File: src/rtl/mul_pkg.sv
// mul_pkg: shared Booth multiplier constants and carry-save tree sizing helpers
package mul_pkg;

    localparam int MUL_W = 32;
    localparam int MUL_N = MUL_W / 2 + 1;

    // Rows remaining after lvl levels of 3:2 reduction, starting from rows0
    function automatic int rows_after(input int rows0, input int lvl);
        int r;
        r = rows0;
        for (int i = 0; i < lvl; i++) r = (r / 3) * 2 + r % 3;
        return r;
    endfunction

    // Number of levels needed to reach two rows
    function automatic int num_levels(input int rows0);
        int r;
        int l;
        r = rows0;
        l = 0;
        while (r > 2) begin
            r = (r / 3) * 2 + r % 3;
            l++;
        end
        return l;
    endfunction

    // Level after which the optional mid register sits, splitting the tree roughly in half
    function automatic int mid_level(input int rows0);
        return (num_levels(rows0) + 1) / 2;
    endfunction

endpackage

File: src/rtl/csa_3_2.sv
// csa_3_2: one row of 3:2 carry-save adders; carry already shifted into its weight
module csa_3_2 #(
    parameter int WD = 64
) (
    input  logic [WD-1:0] a,
    input  logic [WD-1:0] b,
    input  logic [WD-1:0] c,
    output logic [WD-1:0] s,
    output logic [WD-1:0] co
);

    assign s  = a ^ b ^ c;
    assign co = ((a & b) | (a & c) | (b & c)) << 1;

endmodule

File: src/rtl/wallace_csa_pipe.sv
// wallace_csa_pipe: pipelined Booth partial-product CSA reduction to sum/carry (WALLACE_MID_REG_EN adds a mid-tree register)
module wallace_csa_pipe
    import mul_pkg::*;
#(
    parameter int W = MUL_W,
    parameter int N = W / 2 + 1
) (
    input  logic              clock,
    input  logic              reset,
    input  logic              io_in_valid,
    output logic              io_in_ready,
    input  logic [N*2*W-1:0]  io_pp,
    input  logic [N-1:0]      io_neg,
    input  logic              io_flush,
    output logic              io_out_valid,
    input  logic              io_out_ready,
    output logic [2*W-1:0]    io_sum,
    output logic [2*W-1:0]    io_carry
);

    localparam int DW = 2 * W;
    localparam int R0 = N + 1;
    localparam int L  = num_levels(R0);
    localparam int M  = mid_level(R0);
    localparam int RM = rows_after(R0, M);

    logic [DW-1:0] lv [L+1][R0];
    logic [DW-1:0] mid_src [RM];
    logic [DW-1:0] corr;

    // Correction row supplies the +1 of each negated row at weight 2^(2i)
    always_comb begin
        corr = '0;
        for (int i = 0; i < N; i++) corr[2*i] = io_neg[i];
    end

    for (genvar i = 0; i < N; i++) begin : g_in
        assign lv[0][i] = io_pp[DW*i +: DW];
    end
    assign lv[0][N] = corr;

    // Reduction tree; level M+1 reads mid_src so the mid register can be spliced in
    for (genvar l = 1; l <= L; l++) begin : g_lvl
        localparam int RI = rows_after(R0, l - 1);
        localparam int RO = rows_after(R0, l);
        localparam int G  = RI / 3;
        for (genvar j = 0; j < G; j++) begin : g_csa
            if (l == M + 1) begin : g_m
                csa_3_2 #(.WD(DW)) u_csa (
                    .a (mid_src[3*j]),
                    .b (mid_src[3*j+1]),
                    .c (mid_src[3*j+2]),
                    .s (lv[l][2*j]),
                    .co(lv[l][2*j+1])
                );
            end else begin : g_t
                csa_3_2 #(.WD(DW)) u_csa (
                    .a (lv[l-1][3*j]),
                    .b (lv[l-1][3*j+1]),
                    .c (lv[l-1][3*j+2]),
                    .s (lv[l][2*j]),
                    .co(lv[l][2*j+1])
                );
            end
        end
        for (genvar j = 2 * G; j < R0; j++) begin : g_pass
            if (j < RO) begin : g_p
                if (l == M + 1) begin : g_m
                    assign lv[l][j] = mid_src[G+j];
                end else begin : g_t
                    assign lv[l][j] = lv[l-1][G+j];
                end
            end else begin : g_z
                assign lv[l][j] = '0;
            end
        end
    end

    logic          out_v_q, out_v_d, out_ld, upd;
    logic [DW-1:0] sum_q, carry_q;

`ifdef WALLACE_MID_REG_EN
    logic          mid_v_q, mid_v_d, mid_ld, acc;
    logic [DW-1:0] mid_q [RM];

    for (genvar k = 0; k < RM; k++) begin : g_mid
        assign mid_src[k] = mid_q[k];
    end

    // Two-stage handshake: each register loads when empty or draining; flush empties both
    always_comb begin
        out_ld      = !out_v_q || io_out_ready;
        mid_ld      = !mid_v_q || out_ld;
        io_in_ready = io_flush || mid_ld;
        acc         = io_in_valid && mid_ld && !io_flush;
        upd         = mid_v_q && out_ld && !io_flush;
        mid_v_d     = io_flush ? 1'b0 : mid_ld ? io_in_valid : mid_v_q;
        out_v_d     = io_flush ? 1'b0 : out_ld ? mid_v_q : out_v_q;
    end

    // Mid register captures the partially reduced rows
    always_ff @(posedge clock) begin
        if (reset) begin
            mid_v_q <= 1'b0;
        end else begin
            mid_v_q <= mid_v_d;
            if (acc) for (int k = 0; k < RM; k++) mid_q[k] <= lv[M][k];
        end
    end
`else
    for (genvar k = 0; k < RM; k++) begin : g_mid
        assign mid_src[k] = lv[M][k];
    end

    // Single-stage handshake: output register loads when empty or draining; flush empties it
    always_comb begin
        out_ld      = !out_v_q || io_out_ready;
        io_in_ready = io_flush || out_ld;
        upd         = io_in_valid && out_ld && !io_flush;
        out_v_d     = io_flush ? 1'b0 : out_ld ? io_in_valid : out_v_q;
    end
`endif

    // Output register holds sum/carry stable until the consumer takes them
    always_ff @(posedge clock) begin
        if (reset) begin
            out_v_q <= 1'b0;
            sum_q   <= '0;
            carry_q <= '0;
        end else begin
            out_v_q <= out_v_d;
            if (upd) begin
                sum_q   <= lv[L][0];
                carry_q <= lv[L][1];
            end
        end
    end

    assign io_out_valid = out_v_q;
    assign io_sum       = sum_q;
    assign io_carry     = carry_q;

endmodule

File: config.mk
export PLATFORM = sky130hd
export DESIGN_NAME = wallace_csa_pipe
export DESIGN_NICKNAME = d
export VERILOG_FILES = /design/src/rtl/mul_pkg.sv /design/src/rtl/csa_3_2.sv /design/src/rtl/wallace_csa_pipe.sv
export SDC_FILE = /design/constraint.sdc
export NUM_CORES = 2
export LEC_CHECK = 0
export CAP_MARGIN = 20
export CORE_AREA = 8 8 472 474
export DETAILED_ROUTE_END_ITERATION = 7
export DIE_AREA = 0 0 480 482
export SKIP_CTS_REPAIR_TIMING = 1
export SYNTH_ARGS = -nofsm -noshare
export SYNTH_HDL_FRONTEND = slang
export SYNTH_HIERARCHICAL = 1
export SYNTH_SLANG_ARGS = --single-unit
File: constraint.sdc
create_clock -name clock -period 3.44 [get_ports clock]
set_input_delay 0.344 -clock clock [delete_from_list [all_inputs] [get_ports clock]]
set_output_delay 0.344 -clock clock [all_outputs]
set_load 0.1 [all_outputs]
==> metrics <==
status=finished, violations left; failing checks=setup timing; Max Cap Viol=0; cell area after layout=0.04533 mm^2; internal power=0.01722 W; Die Wd=480 um; Starting Density=12.35%; syn_area_per_cell=16.47 um^2; Reg2Reg Setup Slack=1.76 ns; clock network fraction of total power=6.1%; Area Growth Syn to Fin=70.20%; wire per inst=32.61 um; CTS max path bufs=2; final net count=5061; WS Path Type=primary input to register; first drt pass iteration count=4; Worst slew margin=28.09%; CP Max Fanout=1; I/O pin count=1240; Area contributors post-synth=fa_1 76%, dfxtp_1 9.7%, nand2b_1 6.0%; CP required=3.88 ns; WL final=190600 um; total global routing overflow=0; worst-case hold path end point=io_out_valid$_SDFFE_PP0P_; Die Y-Extent=482 um; gp weighted congestion=0.9059; drt drc=0; top cell type's share of synthesized area=75.76%; Via Count=19262; Comb power frac=88.2%; net switching power=0.01855 W; CTS tree=built; Net Sw Frac=51.86%; CP arrival=4.07 ns; antenna violations before repair=171; Synth area leader=fa_1; row cnt=171; top achievable clock speed=276.0 MHz; synth unique cells=16; Seq/Total Area, Yosys=9.696%; Core ar.=0.2157 mm^2; Via density=3.296; Hold Vio Cnt, Final=0; Min-Delay Startpoint=io_in_valid; P_leak=21.71 nW; Warnings, synthesis=6; layout cells sized above 1=28.11%; crit path capture type=register; VDD IR-drop max=0.5763 mV; remaining antenna violation count=0; largest net degree at the start of global routing=105; Mapped Cells=1617; Hold Path Depth=3; register share of total power=5.7%; root buffer cell=clkbuf_16; CP startpoint kind=primary input; Post-Synthesis Cell Area=0.02664 mm^2; Post-DP HPWL=180900 um; r2r startpoint=io_out_valid$_SDFFE_PP0P_; Pwr Density=789.0 mW/mm^2; worst-skew pair later-pin latency=0.52 ns; final setup TNS=-1.162 ns; Clock Sinks=129; CTS clk-pin slew, worst paths=0.07 ns; worst r2r path cells=3; final core utilization=21.02%; Initial DRC Count=811; post-route clock period utilization=105.3%; PnR worst setup slack=-0.1827 ns; die area=0.2314 mm^2; final setup skew=0.01889 ns; number of global-route vias before repair=23282; DP Area=0.04324 mm^2; worst-margin pin slew=1.075 ns; total track usage=16.04%; Hold Crit Class=primary input to register; flip-flop and latch count after synthesis=129; IO Port Bufs=1239; Worst R2R End=io_carry[20]$_SDFFE_PP0P_; fin crit period=3.623 ns; global-route wire length before repair=240600 um; # setup viols final=19; H-tree depth=4; number of CTS-inserted buffers=17; RSZ-0062 raised after global routing=yes; Max Slew Vio Count=0
routing by layer:
metal  global-route usage [%]  wire, um  up-vias
met2                    27.14     90480     1203
li1                         -         -     7596
met5                        0       724        -
met3                    6.446     20060      336
met1                    19.84     75190    10019
met4                    1.914      4122      108
power groups by stage:
stage	registers, W	clock network, W	logic, W
after floorplan	0.00405	0	0.0162
after global placement	0.00208	0	0.0311
after detailed placement	0.00208	0	0.0312
after CTS	0.00205	0.00231	0.0315
after global routing	0.00208	0.00233	0.0352
final	0.00205	0.00217	0.0316
critical path, stage by stage:
cell and delay, ns:
buf_6 0.09, fa_1 0.54, fa_2 0.76, fa_1 0.49, fa_1 0.53, fa_1 0.45
fa_2 0.65, nand2b_1 0.08, mux2i_1 0.12
kinds of logic (layout without fill, tap and decap cells):
kind of cell	Yosys count	in the layout	synth area share (%)
multiplexers	128	128	4.810
AO/OA/AOI/OAI	2	2	0.07986
other	17	97	0.2396
adder cells (fa/ha/maj)	1008	1008	75.76
XOR/XNOR	16	16	1.428
AND/OR/NAND/NOR	258	258	6.093
buffers and inverters	59	1352	1.893
flip-flops	129	129	9.696
cell usage in the layout, fill, tap and decap left out:
cell type and instances:
buf_2 5, fa_1 638, clkbuf_16 17, clkdlybuf4s50_1 207, buf_8 4, buf_12 15, diode_2 34, inv_1 1
nand2b_1 255, xor3_1 16, dlymetal6s2s_1 685, dfxtp_1 129, nand2b_4 2, clkbuf_8 1, clkinvlp_4 1, fa_2 370
inv_8 1, inv_6 3, nand3b_1 1, a21oi_1 1, clkinv_2 2, clkinv_4 4, a21oi_4 1, buf_6 71
clkbuf_4 1, mux2i_1 128, clkbuf_2 199, bufinv_16 3, buf_4 131, clkbuf_1 1, conb_1 63
Yosys cell counts:
master and instances:
conb_1 17, dfxtp_1 129, nand2b_1 256, buf_6 1
mux2i_1 128, buf_4 16, inv_1 1, nand2b_4 1
buf_12 13, xor3_1 16, a21oi_4 1, fa_1 1008
a21oi_1 1, buf_2 3, clkbuf_1 25, nand3b_1 1
flip-flops by register name, indices dropped and copies added, names as in the netlist:
| name | cells |
|---|---|
| io_carry | 64 |
| io_out_valid | 1 |
| io_sum | 64 |
how the worst max path moves through the flow:
stage | cells after the start | endpoint | start
6_report | 9 | io_sum[15]$_SDFFE_PP0P_ | io_pp[655]
5_1_grt | 9 | io_sum[15]$_SDFFE_PP0P_ | io_pp[655]
4_1_cts | 10 | io_sum[51]$_SDFFE_PP0P_ | io_pp[368]
3_5_place_dp | 10 | io_sum[51]$_SDFFE_PP0P_ | io_pp[368]
3_3_place_gp | 10 | io_sum[51]$_SDFFE_PP0P_ | io_pp[368]
2_1_floorplan | 8 | io_sum[61]$_SDFFE_PP0P_ | io_pp[253]
per-stage QoR:
stage                     total power [W]  instances  setup slack, ns  hold slack [ns]
after CTS                         0.03585       5841          -0.8995           0.4098
after global placement            0.03318       5809           -1.453           0.4605
after detailed placement          0.03327       5809           -1.501           0.4611
after global routing              0.03963       5827          -0.2383           0.4422
after floorplan                   0.02025       1663          -0.1351           0.5082
final                             0.03577       5844          -0.1827           0.4725
area by class of cell:
cell class / count / area (um^2)
clock buffer: 18 / 429.2
antenna: 34 / 85.08
clock inverter: 14 / 180.2
inverter: 1 / 3.754
tap: 2854 / 3571
fill: 23306 / 170300
timing repair buffer: 1319 / 13830
multi-input combinational: 1475 / 24650
sequential: 129 / 2582
No activity file was read; power rests on OpenSTA's default activity.
